$ cat config.mk
export PLATFORM = sky130hd
export DESIGN_NAME = io_bridge
export DESIGN_NICKNAME = d
export VERILOG_FILES = /design/src/rtl/io_bridge_pkg.sv /design/src/rtl/io_channel_mux.sv /design/src/rtl/io_bridge.sv
export SDC_FILE = /design/constraint.sdc
export NUM_CORES = 1
export LEC_CHECK = 0
export ABC_AREA = 1
export CORE_UTILIZATION = 40
export DETAILED_ROUTE_END_ITERATION = 7
export GPL_ROUTABILITY_DRIVEN = 0
export GPL_TIMING_DRIVEN = 0
export PLACE_DENSITY = 0.86
export SLEW_MARGIN = 10
export SYNTH_ARGS = -nofsm -noshare
export SYNTH_HDL_FRONTEND = slang
export SYNTH_HIERARCHICAL = 1
export SYNTH_SLANG_ARGS = --single-unit
$ cat constraint.sdc
create_clock -name clk -period 4.4 [get_ports clk]
set_clock_uncertainty 0.2 [all_clocks]
set_input_delay 0.66 -clock clk [delete_from_list [all_inputs] [get_ports clk]]
set_output_delay 0.66 -clock clk [all_outputs]
set_load 0.02 [all_outputs]
$ cat src/rtl/io_bridge_pkg.sv
// Shared types and helpers for the lisp_core I/O bridge family.
package io_bridge_pkg;

    typedef enum logic [1:0] {
        IDLE = 2'd0,
        WAIT = 2'd1,
        DONE = 2'd2
    } state_t;

    // Wider than any peripheral bus; users slice the low IO_DATA_BITS.
    localparam logic [63:0] IO_TIMEOUT_FILL = '1;

    function automatic logic [63:0] window_mask(input int lo, input int hi);
        logic [63:0] m;
        m = '0;
        for (int i = 0; i < 64; i++) begin
            if (i >= lo && i <= hi) m[i[5:0]] = 1'b1;
        end
        return m;
    endfunction

endpackage

$ cat src/rtl/io_channel_mux.sv
// Picks the ack bit and read-data slice of one peripheral channel; purely combinational.
// No state and no flow control of its own: the caller owns the handshake.
module io_channel_mux
    import io_bridge_pkg::*;
#(
    parameter int CH_BITS      = 2,
    parameter int IO_DATA_BITS = 16
) (
    input  logic [CH_BITS-1:0]                   channel,
    input  logic [(2**CH_BITS)-1:0]              ack,
    input  logic [(2**CH_BITS)*IO_DATA_BITS-1:0] read_value,
    output logic                                 sel_ack,
    output logic [IO_DATA_BITS-1:0]              sel_data
);

    assign sel_ack  = ack[channel];
    assign sel_data = read_value[int'(channel)*IO_DATA_BITS +: IO_DATA_BITS];

endmodule

$ cat src/rtl/io_bridge.sv
// Memory/peripheral bridge for lisp_core: memory accesses pass with no added latency, I/O takes >= 3 cycles.
// Core is stalled until ack, or until forced completion when IO_BRIDGE_TIMEOUT_EN is defined.
module io_bridge
    import io_bridge_pkg::*;
#(
    parameter int WORD_SIZE      = 20,
    parameter int IO_ADDR_BITS   = 16,
    parameter int INDEX_BITS     = 7,
    parameter int CH_BITS        = 2,
    parameter int IO_DATA_BITS   = 16,
    parameter int TIMEOUT_CYCLES = 15
) (
    input  logic                                 clk,
    input  logic                                 reset_n,
    input  logic [WORD_SIZE-1:0]                 core_addr,
    input  logic [WORD_SIZE-1:0]                 core_write_value,
    input  logic                                 core_write_enable,
    output logic [WORD_SIZE-1:0]                 core_read_value,
    output logic                                 core_stall,
    output logic                                 mem_write_enable,
    input  logic [WORD_SIZE-1:0]                 mem_read_value,
    output logic                                 io_request,
    output logic                                 io_write,
    output logic [CH_BITS-1:0]                   io_channel,
    output logic [INDEX_BITS-1:0]                io_index,
    output logic [IO_DATA_BITS-1:0]              io_write_value,
    input  logic [(2**CH_BITS)-1:0]              io_ack,
    input  logic [(2**CH_BITS)*IO_DATA_BITS-1:0] io_read_value,
    output logic                                 io_timeout
);

    localparam int          WIN_LO   = INDEX_BITS + CH_BITS;
    localparam logic [63:0] WIN_MASK = window_mask(WIN_LO, IO_ADDR_BITS - 1);

    state_t                 state;
    logic                   io_hit;
    logic                   last_was_io;
    logic [WORD_SIZE-1:0]   io_data_q;
    logic                   sel_ack;
    logic [IO_DATA_BITS-1:0] sel_data;

    assign io_hit = ((64'(core_addr) & WIN_MASK) == WIN_MASK);

    assign mem_write_enable = core_write_enable && !io_hit;
    // Gated by reset so an I/O address held during reset does not freeze the core.
    assign core_stall       = reset_n && ((state == IDLE && io_hit) || state == WAIT);
    assign core_read_value  = last_was_io ? io_data_q : mem_read_value;

    io_channel_mux #(
        .CH_BITS      (CH_BITS),
        .IO_DATA_BITS (IO_DATA_BITS)
    ) u_mux (
        .channel    (io_channel),
        .ack        (io_ack),
        .read_value (io_read_value),
        .sel_ack    (sel_ack),
        .sel_data   (sel_data)
    );

    if (WORD_SIZE > IO_DATA_BITS) begin : g_wdata_unused
        logic unused_wdata_hi;
        assign unused_wdata_hi = ^core_write_value[WORD_SIZE-1:IO_DATA_BITS];
    end

`ifdef IO_BRIDGE_TIMEOUT_EN
    localparam int CNT_W = $clog2(TIMEOUT_CYCLES + 1);
    logic [CNT_W-1:0] wait_cnt;
    logic             timeout_q;
    assign io_timeout = timeout_q;
`else
    assign io_timeout = 1'b0;
`endif

    always_ff @(posedge clk or negedge reset_n) begin
        if (!reset_n) begin
            state          <= IDLE;
            io_request     <= 1'b0;
            io_write       <= 1'b0;
            io_channel     <= '0;
            io_index       <= '0;
            io_write_value <= '0;
            io_data_q      <= '0;
            last_was_io    <= 1'b0;
`ifdef IO_BRIDGE_TIMEOUT_EN
            wait_cnt       <= '0;
            timeout_q      <= 1'b0;
`endif
        end else begin
            // Only DONE retires an I/O access without stalling, so this marks the read source.
            if (!core_stall) last_was_io <= (state == DONE);
            case (state)
                IDLE: begin
                    if (io_hit) begin
                        state          <= WAIT;
                        io_request     <= 1'b1;
                        io_write       <= core_write_enable;
                        io_channel     <= core_addr[WIN_LO-1:INDEX_BITS];
                        io_index       <= core_addr[INDEX_BITS-1:0];
                        io_write_value <= core_write_value[IO_DATA_BITS-1:0];
`ifdef IO_BRIDGE_TIMEOUT_EN
                        wait_cnt       <= '0;
`endif
                    end
                end
                WAIT: begin
                    if (sel_ack) begin
                        if (!io_write) io_data_q <= WORD_SIZE'(sel_data);
                        state      <= DONE;
                        io_request <= 1'b0;
                    end
`ifdef IO_BRIDGE_TIMEOUT_EN
                    else if (wait_cnt == CNT_W'(TIMEOUT_CYCLES - 1)) begin
                        io_data_q  <= WORD_SIZE'(IO_TIMEOUT_FILL[IO_DATA_BITS-1:0]);
                        timeout_q  <= 1'b1;
                        state      <= DONE;
                        io_request <= 1'b0;
                    end else begin
                        wait_cnt <= wait_cnt + CNT_W'(1);
                    end
`endif
                end
                DONE:    state <= IDLE;
                default: state <= IDLE;
            endcase
        end
    end

endmodule

Word-level counts from Yosys, hierarchy flattened. Index checks and enable logic that the tools add are counted. W data, S select, Z words.

Bits in registers: 46. Input port bits: 131. Output and inout port bits: 50. Logic and storage cells: 36.

Order comparisons: 1. Equality and inequality tests: 5. Shift-type cells: 1. Multiplexer cells: 9. Bitwise gates (word level): 1. Reduce and logical (&&, ||, !) cells: 11.

Operators with widths (number): $shiftx A64 B7 Y16 (1); $mux W20 (1); $eq A7 B7 Y1 const B (1); $reduce_and A3 Y1 (2); $mux W2 (2); $ne A2 B2 Y1 const B (2); $pmux W2 S2 (1); $reduce_and A2 Y1 (2); $logic_and A1 B1 Y1 (3); $lt A2 B3 Y1 const B (1); $mux W1 (3); $bmux W1 S2 (1); $eq A2 B1 Y1 const B (1); $eq A2 B2 Y1 const B (1); $logic_not A2 Y1 (1); $pmux W1 S2 (1); $reduce_bool A2 Y1 (1); $logic_not A1 Y1 (1); $logic_or A1 B1 Y1 (1); $not A1 Y1 (1).

Depth between registers and ports, before layout.
Word-level depth: 4. Depth in mapped cells: 12. Mapped depth without buffers: 9.

Cells and area by module. Netlist, hierarchy kept.

Modules (own cells, without submodules): io_bridge (times used 1, cells each 232, area each 2085.8 um2, seq. area each 1151.1 um2); io_channel_mux (times used 1, cells each 199, area each 844.6 um2, seq. area each 0.0 um2).

Worst setup path after synthesis. OpenSTA, ideal clock, no wires.

Kind: input to output. Start: input core_addr[15]. End: output core_stall. Arrival time: 1.569 ns. Data required time: 3.540 ns. Setup slack: 1.971 ns. Stages on the path: 5. Buffers on the path: 1. Cells stage by stage: nand2_1 nor2_1 nand3_1 buf_2 a21boi_0.

Longest elaborated chain between the ends: 4.

Ends and longest elaborated chain: from (decl) (line io_bridge.sv:15) `input logic [WORD_SIZE-1:0] core_addr,`; $eq A7 B7 Y1 (line io_bridge.sv:42) `assign io_hit = ((64'(core_addr) & WIN_MASK) == WIN_MASK);`; $logic_and A1 B1 Y1 (line io_bridge.sv:46) `assign core_stall = reset_n && ((state == IDLE && io_hit) || state == WAIT);`; $logic_or A1 B1 Y1 (line io_bridge.sv:46); $logic_and A1 B1 Y1 (line io_bridge.sv:46); to (decl) (line io_bridge.sv:19) `output logic core_stall,`.

Every way passes these cells.

Final worst setup path.
Start: input core_addr[13]. End: output core_stall.

The elaborated chain is that of the path after synthesis.

==> out/metrics.cfg <==
[floorplan]
core_um2=6940
start_util_pct=42.2
ioPinCount=181
die_x_um=87.6
fp.dieH_um=87.6
rows=30
die_area_um2=7670

[synth]
syn-mean-instance-area_um2=6.80
synthTopCellsByArea=dfrtp_1, nand2_1, inv_1
synth_most_common_cell=nand2_1
yosysSeqAreaShare_pct=39.3
synth_top_flop_cell=dfrtp_1
ys_async_sr_fraction_pct=100
synth_top_area_share_pct=39.3
yosysWarnings=6
synth-edff-count=0
synth_nets=562
yosysUniqueCellTypes=21
ys_ff_latch=46
netlist_instances=431
netlist_top_cells_count=nand2_1, inv_1, nand3_1
yosysTopAreaCell=dfrtp_1
syn-cell-area_um2=2930

[clocking]
clock_latency_ps=290
numCtsBuffers=5
clock_path_buffers=2
cts_tree=built
ctsResizeCount=0
clkSinkCount=46
htree_levels=2
hold_buffers=0
clkSlewWorstSetupHoldPaths_ps=80
cts_root_buf=clkbuf_8
post_cts_buffers=0

[global_routing]
antenna_found_initial=0
grt_pass1_vias=3230
grt_overflow_total=0
grt_util_all_layers_pct=24.4
grt_max_degree=27
grt_pass1_wl_um=14500

[sta]
tns_ps=0
hold_viol_final=0
final.min_clock_period_ps=3280
setup_viol=0
tightest_slew_ps=633
max_freq_mhz=305
period_share_pct=74.5
rsz0062_at_grt=false
slew_violations=0
slew_headroom_pct=57.8

[finish]
fill_cells=546
syn2layout_area_growth_pct=66.2
nets=741
final_cell_count_no_fill=707
num_antenna_cells=0
layout-drive-gt1-share_pct=8.35
final_util_pct=70.1

[status]
outcome=finished clean

[critical_path]
reg2reg_slack_ps=2470
crit_arrival_ps=2420
reg2reg_from=io_channel[0]
setup.worst_path.end_class=output pin
required_ps=3540
crit_type=input pin to output pin
startpoint_type=input pin
crit_fanout=10
ff2ff_path_depth=12
rr_endpoint=io_data_q[10]

[run]
cap_violations=0

[detailed_routing]
drc_errors=0
ant_nets=0
vias_per_cell=4.59
avgRoutedWirePerCell_um=13.0
firstDrtPassIters=4
routed_wl_um=9180
drtIter0Drc=157
num_vias=3247

[pwr]
p_leak_nw=2.59
p_total_mw=1.28
power_density_nw_per_um2=263
irDropWorstVdd_v=0.000122

[hold_path]
hp-class=input pin to async pin

[place]
place_inst=699
port_buffers=171
detailed_place_hpwl_um=7560

-- per-layer routing --
layer / track usage (%) / up-vias / wire (µm)
li1: - / 1630 / -
met1: 29.9 / 1463 / 3780
met2: 42.6 / 127 / 4630
met3: 3.58 / 27 / 470
met4: 11.3 / 0 / 291
met5: 0 / - / 0
-- flip-flops by register name, indices dropped and copies added (netlist names) --
| register | count |
|---|---|
| io_request | 1 |
| io_channel | 2 |
| io_data_q | 16 |
| state | 2 |
| io_index | 7 |
| io_write | 1 |
| last_was_io | 1 |
| io_write_value | 16 |
-- area by class of cell --
class / instances / area [µm²] / share of cell area, %
multi-input combinational: 259 / 1230 / 25.2
clock buffer: 6 / 72.6 / 1.49
buffer: 22 / 158 / 3.24
timing repair buffer: 172 / 1730 / 35.6
tap: 96 / 120 / 2.47
inverter: 104 / 395 / 8.12
sequential: 46 / 1150 / 23.6
clock inverter: 2 / 13.8 / 0.283
-- how the worst max path moves through the flow --
stage	cells past startpoint	end	startpoint
floorplan	5	core_stall	core_addr[15]
global placement	3	core_stall	reset_n
detailed placement	7	core_stall	core_addr[13]
CTS	7	core_stall	core_addr[15]
global route	7	core_stall	core_addr[10]
finish	7	core_stall	core_addr[13]
-- kinds of logic after synthesis --
group	after synthesis	synth area share, %
flops	46	39.3
simple gates	212	30.4
buf+inv	126	18.9
compound gates	30	5.21
other cells	1	0.128
mux	16	6.15
-- cell usage in the layout (no fill, tap or decap) --
cell type          n
dfrtp_1           46
o21ai_0           26
clkinv_1           1
inv_1            101
a21oi_1            1
clkinv_2           1
nor2_1             7
buf_4              7
buf_16             1
o21ai_1            2
mux2_2            16
conb_1             1
nand2_1          150
buf_6              5
nand3_1           52
clkinv_4           1
a21boi_0           1
nor2_8             1
buf_2              9
clkbuf_8           5
nand2_4            1
inv_4              2
clkbuf_1           2
clkdlybuf4s50_1  170
clkbuf_2           1
or2_4              1
-- worst max-delay path: stages --
cell	delay [ps]
clkdlybuf4s50_1	460
nand2_1	50
nor2_1	150
nand3_1	100
buf_2	190
a21boi_0	160
clkdlybuf4s50_1	640
-- power breakdown --
group          total, mW  switching [mW]  internal, mW  leakage, nW
combinational      0.497           0.240         0.257         1.94
sequential         0.536          0.0434         0.493        0.606
clock              0.248           0.136         0.112       0.0452
total               1.28           0.419         0.862         2.59
-- stage by stage --
stage / hold WS (ps) / setup WS, ps / area (µm²)
detailed placement: 261 / 1120 / 4780
finish: 176 / 1120 / 4870
global route: 208 / 1050 / 4870
floorplan: 164 / 1970 / 2930
CTS: 182 / 1120 / 4870
global placement: 253 / 6.54 / 4760
No activity file was read; power rests on OpenSTA's default activity.
